[config.mk]
export PLATFORM = sky130hd
export DESIGN_NAME = pc_sequencer
export DESIGN_NICKNAME = d
export VERILOG_FILES = /design/src/rtl/pc_sequencer.sv
export SDC_FILE = /design/constraint.sdc
export NUM_CORES = 1
export LEC_CHECK = 0
export ABC_AREA = 1
export BUFFER_PORTS_ARGS = -buffer_cell sky130_fd_sc_hd__buf_2
export CAP_MARGIN = 15
export CORE_MARGIN = 2
export CORE_UTILIZATION = 35
export DETAILED_ROUTE_END_ITERATION = 7
export GPL_TIMING_DRIVEN = 0
export HOLD_SLACK_MARGIN = 0.06
export PLACE_DENSITY = 0.53
export SETUP_SLACK_MARGIN = 0.1
export SLEW_MARGIN = 0
export SYNTH_ARGS = -nofsm -noshare
export SYNTH_HDL_FRONTEND = slang
export SYNTH_SLANG_ARGS = --single-unit
export TNS_END_PERCENT = 30
[constraint.sdc]
create_clock -name clk -period 4.3 [get_ports clk]
set_input_delay 0.645 -clock clk [delete_from_list [all_inputs] [get_ports clk]]
set_output_delay 0.645 -clock clk [all_outputs]
set_load 0.01 [all_outputs]
[src/rtl/pc_sequencer.sv]
// Program counter sequencer with a prioritized trap/jump/call/ret/branch/advance update.
// Define PC_SEQUENCER_RAS_EN to build the circular return-address stack; otherwise call acts as jump.
module pc_sequencer #(
    parameter int                WIDTH        = 32,
    parameter logic [WIDTH-1:0]  RESET_VECTOR = 'h0,
    parameter logic [WIDTH-1:0]  STRIDE       = 'h4,
    parameter logic [WIDTH-1:0]  TRAP_VECTOR  = 'h100,
    parameter int                RAS_DEPTH    = 4
) (
    input  logic             clk,
    input  logic             rst_n,
    input  logic             enable_i,
    input  logic             jump_i,
    input  logic [WIDTH-1:0] jump_address_i,
    input  logic             branch_i,
    input  logic [WIDTH-1:0] branch_offset_i,
    input  logic             call_i,
    input  logic             ret_i,
    input  logic             trap_i,
    output logic [WIDTH-1:0] pc_o,
    output logic             ras_empty_o,
    output logic             ras_full_o,
    output logic             ras_overflow_o,
    output logic             ras_underflow_o
);

    logic [WIDTH-1:0] pc_q, pc_d, pc_seq;

    assign pc_seq = pc_q + STRIDE;
    assign pc_o   = pc_q;

`ifdef PC_SEQUENCER_RAS_EN
    localparam int PTR_W = (RAS_DEPTH > 1) ? $clog2(RAS_DEPTH) : 1;
    localparam int CNT_W = $clog2(RAS_DEPTH + 1);

    // top_q is the next slot to write; when full it also points at the oldest entry,
    // so a push while full overwrites the oldest return address.
    logic [WIDTH-1:0] stack_q [RAS_DEPTH];
    logic [PTR_W-1:0] top_q, top_d, top_inc, top_dec;
    logic [CNT_W-1:0] cnt_q, cnt_d;
    logic             push, ovf_d, udf_d;
    logic             empty_q, full_q, ovf_q, udf_q;

    assign top_inc = (top_q == PTR_W'(RAS_DEPTH - 1)) ? '0 : top_q + 1'b1;
    assign top_dec = (top_q == '0) ? PTR_W'(RAS_DEPTH - 1) : top_q - 1'b1;

    always_comb begin
        pc_d  = pc_q;
        top_d = top_q;
        cnt_d = cnt_q;
        push  = 1'b0;
        ovf_d = 1'b0;
        udf_d = 1'b0;
        if (trap_i) begin
            pc_d = TRAP_VECTOR;
        end else if (jump_i) begin
            pc_d = jump_address_i;
        end else if (call_i) begin
            pc_d  = jump_address_i;
            push  = 1'b1;
            top_d = top_inc;
            if (cnt_q == CNT_W'(RAS_DEPTH)) ovf_d = 1'b1;
            else                            cnt_d = cnt_q + 1'b1;
        end else if (ret_i) begin
            if (cnt_q == '0) begin
                udf_d = 1'b1;
            end else begin
                pc_d  = stack_q[top_dec];
                top_d = top_dec;
                cnt_d = cnt_q - 1'b1;
            end
        end else if (branch_i) begin
            pc_d = pc_q + branch_offset_i;
        end else if (enable_i) begin
            pc_d = pc_seq;
        end
    end

    always_ff @(posedge clk or negedge rst_n) begin
        if (!rst_n) begin
            pc_q    <= RESET_VECTOR;
            top_q   <= '0;
            cnt_q   <= '0;
            empty_q <= 1'b1;
            full_q  <= 1'b0;
            ovf_q   <= 1'b0;
            udf_q   <= 1'b0;
        end else begin
            pc_q    <= pc_d;
            top_q   <= top_d;
            cnt_q   <= cnt_d;
            empty_q <= (cnt_d == '0);
            full_q  <= (cnt_d == CNT_W'(RAS_DEPTH));
            ovf_q   <= ovf_d;
            udf_q   <= udf_d;
        end
    end

    // Entry storage is not reset; the count alone defines which entries are live.
    always_ff @(posedge clk) begin
        if (rst_n && push) stack_q[top_q] <= pc_seq;
    end

    assign ras_empty_o     = empty_q;
    assign ras_full_o      = full_q;
    assign ras_overflow_o  = ovf_q;
    assign ras_underflow_o = udf_q;
`else
    // No stack: call degenerates to jump, ret still blocks lower-priority requests but holds pc.
    always_comb begin
        pc_d = pc_q;
        if (trap_i)                 pc_d = TRAP_VECTOR;
        else if (jump_i || call_i)  pc_d = jump_address_i;
        else if (ret_i)             pc_d = pc_q;
        else if (branch_i)          pc_d = pc_q + branch_offset_i;
        else if (enable_i)          pc_d = pc_seq;
    end

    always_ff @(posedge clk or negedge rst_n) begin
        if (!rst_n) pc_q <= RESET_VECTOR;
        else        pc_q <= pc_d;
    end

    assign ras_empty_o     = 1'b1;
    assign ras_full_o      = 1'b0;
    assign ras_overflow_o  = 1'b0;
    assign ras_underflow_o = 1'b0;
`endif

endmodule

==> results of run 1 <==
## layer usage
layer  up-vias  routed length [µm]  track usage
li1       3155                   -            -
met1      2609                9250        0.370
met2       169                8040        0.398
met3        15                 972       0.0201
met4         0                 248       0.0499
met5         -                   0            0
## cells in the mapped netlist (8+ instances only)
library cell,instances,share of area
xor2_1,10,0.017
clkbuf_1,8,0.0060
inv_1,141,0.10
a21oi_1,36,0.036
nand3_1,54,0.054
nor2_1,123,0.092
o21ai_0,32,0.032
ha_1,32,0.079
xnor2_1,14,0.024
nand2_1,386,0.29
nor3_1,13,0.013
dfrtp_1,32,0.16
## worst paths after layout
| kind | cells after the start | end |
|---|---|---|
| min reg2reg | 2 | pc_o[0] |
| max | 14 | pc_o[16] |
| max reg2reg | 13 | pc_o[16] |
| max in group asynchronous | 1 | pc_o[24] |
| min in group clk | 2 | pc_o[0] |
| min | 1 | pc_o[4] |
## power breakdown
group / switching [mW] / total (mW) / internal, mW
clock network: 0.131 / 0.362 / 0.231
registers: 0.0666 / 0.394 / 0.328
logic: 0.424 / 0.663 / 0.239
## per-stage QoR
stage	hold WS [ns]	utilization
2_1_floorplan	0.349	-
3_3_place_gp	0.574	0.414
3_5_place_dp	0.581	0.414
4_1_cts	0.452	0.425
5_1_grt	0.499	0.425
6_report	0.436	0.425
## critical path, delay by kind of cell
kind / cells / cell delay (ns)
simple gates: 7 / 0.74
fa+ha+maj: 2 / 0.66
compound gates: 3 / 0.60
buf+inv: 2 / 0.15
## final cells by class
class | instances | area [µm²] | area share
well taps | 180 | 225 | 0.0379
plain buffers | 22 | 124 | 0.0209
flip-flops and latches | 32 | 801 | 0.135
repair buffers | 103 | 515 | 0.0868
clock buffers | 8 | 146 | 0.0247
multi-input cells | 755 | 3580 | 0.603
inverters | 146 | 548 | 0.0923
## cells by family (layout without fill, tap and decap cells)
family | Yosys count | in the layout | share of synthesized area
DFF | 32 | 32 | 0.159
other | 2 | 4 | 0.00149
and+or+nand+nor | 605 | 605 | 0.484
adders and majority gates | 33 | 33 | 0.0834
AOI/OAI and AO/OA | 89 | 89 | 0.0972
buffers and inverters | 168 | 279 | 0.133
xor gates and xnor gates | 24 | 24 | 0.0417
==> flow_summary_export.csv, run 1 <==
group,metric,value,unit
grt,grt_pass1_wl,29100,µm
timing,fin_crit_sh,0.611,
layout,nNetsFinal,1170,
timing,setup_tns,0,ns
clocking,cts_setup_buffers,0,
worst_setup_path,critPathLaunchType,"input pin",
pwr,p_per_area,239,nW/µm²
timing,grt_setup_unrepaired,"false",
worst_setup_path,crit_start,"branch_offset_i[0]",
clocking,hold_buffers,0,
placed_design,io_buffers,103,
yosys,synth-seq-cells,32,
worst_setup_path,worstReg2RegStart,"pc_o[0]",
layout,fin_cells,1246,
timing,slew_headroom,0.486,
placed_design,place_congestion,0.929,
floorplan,ios,108,
clocking,cts_buffer_depth,2,
layout,mostFrequentLayoutCell,"nand2_1",
route,wl,18500,µm
worst_setup_path,worst-r2r-setup-slack,1.73,ns
grt,antenna_found_initial,0,
route,drtPass1Iterations,6,
yosys,netlist_area,5040,µm²
placed_design,place_area,5790,µm²
status,status,"finished, final reports clean",
layout,num_antenna_cells,0,
floorplan,design.die.area,15400,µm²
clocking,insertion_delay,0.28,ns
grt,grt_pass1_vias,5600,
yosys,synthFlopType,"dfrtp_1",
floorplan,start_util,0.361,
floorplan,die_h,124,µm
grt,grt_usage,0.251,
route,drt_iter0_markers,443,
placed_design,place_inst,1238,
pwr,ir_drop,173,µV
timing,maxSlewViolCount,0,
timing,worstMarginPinSlew,0.771,ns
floorplan,core,14000,µm²
layout,final_cell_mix,"nand2_1, inv_1, nor2_1, buf_2, nand3_1",
yosys,async_flop_share,1.00,
clocking,clk_pin_slew_worst_paths,0.06,ns
timing,hold_viol,0,
route,via_per_inst,4.77,
placed_design,dp_hpwl,15400,µm
grt,grt_overflow_total,0,
clocking,clock-sinks,32,
pwr,finalPower,1.42,mW
layout,nFillCells,1616,
yosys,synth_edf_count,0,
route,ant_nets,0,
yosys,avgSynthCellArea,5.29,µm²
timing,finalCriticalPeriod,2.63,ns
timing,setup_viol,0,
clocking,cts-root-buf,"clkbuf_16",
placed_design,pre_cts_ws,1.42,ns
layout,final_layout_size_suffix_gt1_frac,0.133,
pwr,power.leakage,3.42,nW
worst_setup_path,path_max_fanout,4,
timing,clock.fmax,380,MHz
clocking,cts_tree,"built",
clocking,numCtsBuffers,5,
worst_setup_path,crit_type,"input pin to flop",
yosys,seq_area_frac_synth,0.159,
hold_path,holdCritPathClass,"input pin to asynchronous set/reset pin",
worst_setup_path,cp.required,4.47,ns
worst_setup_path,crit_top_cell,"nor2_1",
route,vias,5948,
route,post_drt_wl_per_cell,14.9,µm
layout,area_growth,17.7,%
timing,worst_slack,1.67,ns
floorplan,die_x,124,µm
layout,largest_reg_flops,32,
yosys,ys_types,38,
clocking,post_cts_resized,0,
worst_setup_path,cp_data_arrival_time,2.80,ns
route,drc,0,
yosys,netlist_instances,953,
floorplan,core.rowCount,43,
worst_setup_path,slowest_stage,"fa_1",
run,maxCapViolations,0,
worst_setup_path,cp_cell_sequence,"buf_2 > ha_1 > inv_1 > fa_1 > nor2_1 > nor2_1 > nor2_1 > nor2_1 > o21ai_0 > a21oi_1 > o21ai_0 > nand2_1 > nand2_1 > nand2_1",
layout,stdcell_area,5940,µm²
worst_setup_path,cpPeakStageDelay,0.46,ns
worst_setup_path,end_kind,"flop",
timing,skew,0.00712,ns
yosys,yosys_warnings,0,
grt,grt_max_degree,33,
clocking,htree_levels,2,
Power figures use the tool's default switching activity.
==> run 2, diff against run 1 <==
Settings changed: PLACE_DENSITY 0.53 to 0.55.
Clock period 4.3 ns to 2.3 ns, I/O delays scaled along.
==> run 2 against run 1 <==
Final cell count rose by 1.8%. Routed wire length is 1.9% higher. Critical path type is now flop to flop. Flip-flop and latch count unchanged. Highest routed layer unchanged. Total power increased by 110%. Critical path depth is 1 higher. Clock power grew 110%.
==> flow_summary_export.csv, run 2 (synthesis gave the netlist of run 1 again) <==
group,metric,value,unit
status,status,"finished, final reports clean",
floorplan,die_h,124,µm
pwr,finalPower,3.00,mW
grt,grt_max_degree,33,
worst_setup_path,slowest_stage,"fa_2",
run,maxCapViolations,0,
timing,finalCriticalPeriod,2.15,ns
floorplan,core.rowCount,43,
pwr,p_per_area,452,nW/µm²
timing,skew,0.00528,ns
clocking,hold_buffers,0,
worst_setup_path,r2r_cells,15,
layout,mostFrequentLayoutCell,"nand2_1",
placed_design,place_inst,1238,
floorplan,design.die.area,15400,µm²
route,drtPass1Iterations,5,
clocking,clk_pin_slew_worst_paths,0.06,ns
layout,nNetsFinal,1193,
worst_setup_path,end_kind,"flop",
placed_design,dp_hpwl,15300,µm
timing,fin_hold_ws,0.132,ns
layout,fin_util,0.475,
route,ant_nets,0,
route,via_per_inst,4.82,
layout,stdcell_area,6650,µm²
placed_design,io_buffers,103,
floorplan,die_x,124,µm
placed_design,place_area,5790,µm²
route,wl,18900,µm
grt,grt_overflow_total,0,
layout,final_cell_mix,"nand2_1, inv_1, nor2_1, buf_2, nand3_1",
route,drt_iter0_markers,505,
clocking,cts-root-buf,"clkbuf_16",
grt,grt_pass1_vias,5492,
timing,grt_setup_unrepaired,"true",
worst_setup_path,crit_family,"simple AND/OR/NAND/NOR gates",
layout,area_growth,31.8,%
timing,maxSlewViolCount,0,
timing,worstMarginPinSlew,0.766,ns
timing,worst_slack,0.145,ns
worst_setup_path,crit_top_cell,"nand2_1",
timing,clock.fmax,464,MHz
clocking,clock-sinks,32,
clocking,cts_tree,"built",
clocking,insertion_delay,0.29,ns
worst_setup_path,cp.required,2.47,ns
timing,hold_viol,0,
worst_setup_path,crit_start,"pc_o[0]",
clocking,htree_levels,2,
hold_path,holdCritPathClass,"input pin to asynchronous set/reset pin",
worst_setup_path,cp_data_arrival_time,2.33,ns
placed_design,place_congestion,0.933,
clocking,cts_buffer_depth,2,
pwr,power.leakage,3.53,nW
timing,slew_headroom,0.489,
floorplan,start_util,0.361,
floorplan,core,14000,µm²
route,post_drt_wl_per_cell,14.9,µm
grt,grt_usage,0.245,
worst_setup_path,path_max_fanout,3,
layout,largest_reg_flops,32,
worst_setup_path,r2r-end,"pc_o[20]",
placed_design,pre_cts_ws,-0.266,ns
worst_setup_path,cp_cell_sequence,"ha_4 > inv_2 > fa_2 > nor2_4 > nor2_4 > inv_1 > nand2_1 > nand3_4 > nand2_1 > nand3_1 > nand3_2 > nand2_2 > nand2_1 > nand2_1 > nand2_1",
timing,setup_viol,0,
timing,setup_tns,0,ns
pwr,ir_drop,383,µV
layout,num_antenna_cells,0,
layout,fin_cells,1269,
worst_setup_path,cpPeakStageDelay,0.42,ns
worst_setup_path,crit_type,"flop to flop",
worst_setup_path,cp_num_buf_inv,2,
clocking,numCtsBuffers,5,
route,vias,6120,
worst_setup_path,critPathLaunchType,"flop",
route,drc,0,
grt,antenna_found_initial,0,
worst_setup_path,worstReg2RegStart,"pc_o[0]",
floorplan,ios,108,
worst_setup_path,worst-r2r-setup-slack,0.15,ns
timing,fin_crit_sh,0.937,
grt,grt_pass1_wl,28600,µm
layout,final_layout_size_suffix_gt1_frac,0.252,
## run 2: worst register-to-register path: cells and delay by family (launching register included)
kind | cells | cell delay [ns]
simple gates | 11 | 0.93
flops | 1 | 0.41
buf+inv | 2 | 0.09
fa+ha+maj | 2 | 0.60
## run 2: metal layers
layer | wire length, µm | GRT usage | up-vias
met5 | 0 | 0 | -
met4 | 287 | 0.0527 | 0
met3 | 1080 | 0.0243 | 21
met2 | 8290 | 0.387 | 159
met1 | 9210 | 0.360 | 2725
li1 | - | - | 3215
## run 2: worst max path at each step
stage / to / slack, ns / cells after the start
3_5_place_dp: pc_o[20] / -0.27 / 17
3_3_place_gp: pc_o[20] / -0.24 / 17
6_report: pc_o[20] / 0.15 / 15
2_1_floorplan: pc_o[13] / 0.34 / 11
4_1_cts: pc_o[22] / 0.08 / 13
5_1_grt: pc_o[27] / 0.03 / 12
## run 2: cell type report
class / count / area [µm²]
clock inverter: 3 / 42.5
multi-input combinational: 755 / 4060
buffer: 22 / 124
inverter: 146 / 548
timing repair buffer: 126 / 688
tap: 180 / 225
sequential: 32 / 832
clock buffer: 5 / 125
fill: 1587 / 7340
## run 2: timing repair
action | CTS | global route
pin swaps | 0 | 15
setup endpoints to repair | 19 | 23
buffers inserted | 0 | 23
gates resized for setup | 32 | 93
hold endpoints to repair | 0 | 0
## run 2: where the power goes
group / leakage [nW] / switching (mW) / internal, mW
sequential: 0.376 / 0.131 / 0.621
combinational: 3.08 / 0.878 / 0.595
clock: 0.0798 / 0.269 / 0.509
==> run 3, diff against run 2 <==
Settings changed: CORE_UTILIZATION 35 to 38, PLACE_DENSITY 0.55 to default, PLACE_DENSITY_LB_ADDON from default to 0.05.
==> run 3 against run 2 <==
Critical path depth down 1. Critical path type unchanged. Register-to-register slack improved by 0.05 ns. Design area up 1.5%. Sequential power hardly changed.
==> flow_summary_export.csv, run 3 (synthesis gave the netlist of run 1 again) <==
group,metric,value,unit
route,ant_nets,0,
worst_setup_path,cp_data_arrival_time,2.28,ns
route,via_per_inst,4.89,
placed_design,io_buffers,103,
worst_setup_path,cp_cell_sequence,"ha_4 > inv_1 > fa_2 > nor2_1 > nor2_2 > nor2_1 > o21ai_0 > nand3_1 > nand2_1 > nand3_1 > nand2_1 > nand2_1 > nand2_1 > nand2_1",
layout,final_layout_size_suffix_gt1_frac,0.264,
layout,area_growth,33.7,%
grt,grt_overflow_total,0,
pwr,p_per_area,438,nW/µm²
clocking,clk_pin_slew_worst_paths,0.06,ns
worst_setup_path,slowest_stage,"dfrtp_1",
pwr,p_seq_frac,0.255,
floorplan,die_x,119,µm
worst_setup_path,crit_start,"pc_o[0]",
route,wl,19200,µm
worst_setup_path,cpPeakStageDelay,0.40,ns
floorplan,core,13100,µm²
clocking,cts_buffer_depth,2,
layout,final_cell_mix,"nand2_1, inv_1, nor2_1, buf_2, nand3_1",
placed_design,dp_hpwl,15200,µm
route,drtPass1Iterations,5,
timing,maxSlewViolCount,0,
worst_setup_path,worstReg2RegStart,"pc_o[0]",
timing,worstMarginPinSlew,0.785,ns
timing,grt_setup_unrepaired,"true",
layout,mostFrequentLayoutCell,"nand2_1",
grt,grt_max_degree,33,
layout,ff_latch_area,833,µm²
worst_setup_path,path_max_fanout,4,
worst_setup_path,crit_top_cell,"nand2_1",
worst_setup_path,r2r_cells,14,
timing,setup_viol,0,
floorplan,core.rowCount,42,
grt,grt_pass1_vias,5628,
pwr,ir_drop,367,µV
worst_setup_path,worst-r2r-setup-slack,0.20,ns
layout,fin_util,0.515,
floorplan,ios,108,
floorplan,start_util,0.385,
route,post_drt_wl_per_cell,15.2,µm
timing,setup_tns,0,ns
worst_setup_path,critPathLaunchType,"flop",
route,drc,0,
timing,clock.fmax,475,MHz
layout,nNetsFinal,1192,
grt,grt_pass1_wl,28900,µm
layout,nFillCells,1448,
placed_design,pre_cts_ws,-0.0943,ns
grt,grt_usage,0.261,
route,vias,6183,
worst_setup_path,crit_family,"simple AND/OR/NAND/NOR gates",
layout,largest_reg_flops,32,
worst_setup_path,cp.required,2.47,ns
grt,antenna_found_initial,0,
worst_setup_path,end_kind,"flop",
placed_design,place_congestion,0.928,
pwr,combinationalPowerShare,0.519,
worst_setup_path,crit_type,"flop to flop",
clocking,cts-root-buf,"clkbuf_16",
worst_setup_path,path_depth,14,
clocking,cts_tree,"built",
layout,multi_input_area,4190,µm²
pwr,finalPower,2.95,mW
run,maxCapViolations,0,
pwr,swShare,0.440,
pwr,pwr-share-clk,0.226,
hold_path,holdCritPathClass,"input pin to asynchronous set/reset pin",
clocking,htree_levels,2,
timing,skew,0.0105,ns
layout,num_antenna_cells,0,
clocking,numCtsBuffers,5,
timing,hold_viol,0,
floorplan,die_h,119,µm
worst_setup_path,endpoint,"pc_o[24]",
timing,slew_headroom,0.477,
pwr,p_switching,1.30,mW
clocking,insertion_delay,0.29,ns
floorplan,design.die.area,14200,µm²
worst_setup_path,r2r-end,"pc_o[24]",
pwr,power.leakage,3.55,nW
pwr,power.internal,1.65,mW
timing,finalCriticalPeriod,2.10,ns
status,status,"finished, final reports clean",
clocking,hold_buffers,0,
worst_setup_path,cp_num_buf_inv,1,
clocking,clock-sinks,32,
timing,fin_crit_sh,0.914,
timing,worst_slack,0.197,ns
route,drt_iter0_markers,458,
[run 3: cell count changes in the layout (fill, tap and decap cells not counted), sizes merged]
cell / before / now
bufinv: 1 / 0
buf: 140 / 139
clkbuf: 13 / 14
[run 3: through the flow]
step | area, µm² | hold slack [ns] | cells
floorplan | 5050 | 0.0494 | 955
global placement | 5790 | 0.462 | 1234
finish | 6750 | 0.137 | 1264
global route | 6750 | 0.192 | 1264
CTS | 6030 | 0.161 | 1242
detailed placement | 5790 | 0.466 | 1234
[run 3: final cells by class]
class                           count  share of cell area
Inverter                          146              0.0812
Tap cell                          176              0.0326
Clock buffer                        6              0.0191
Clock inverter                      2             0.00241
Timing Repair Buffer              125               0.101
Sequential cell                    32               0.124
Buffer                             22              0.0184
Multi-Input combinational cell    755               0.622
[run 3: repair_timing]
action	CTS	global route
setup endpoints to repair	19	26
gates resized for setup	21	125
cloned	0	0
setup buffers	0	22
pin swaps	0	16
[run 3: worst min-delay path by stage]
stage          endpoint
6_report        pc_o[2]
3_3_place_gp    pc_o[3]
5_1_grt         pc_o[3]
4_1_cts         pc_o[3]
3_5_place_dp    pc_o[3]
2_1_floorplan   pc_o[0]
[run 3: routing by layer]
metal	GRT usage	share of wire	vias up	routed length [µm]
met5	0	0	-	0
met4	0.0595	0.013	0	245
met3	0.0359	0.060	17	1160
met2	0.413	0.45	167	8600
met1	0.375	0.48	2794	9180
li1	-	-	3205	-
[run 3: power by group through the flow]
| stage | registers (mW) | clock network [mW] | logic (mW) |
|---|---|---|---|
| floorplan | 0.716 | 0 | 0.814 |
| global placement | 0.741 | 0 | 1.22 |
| detailed placement | 0.741 | 0 | 1.22 |
| CTS | 0.737 | 0.672 | 1.26 |
| global route | 0.761 | 0.695 | 1.71 |
| finish | 0.753 | 0.666 | 1.53 |
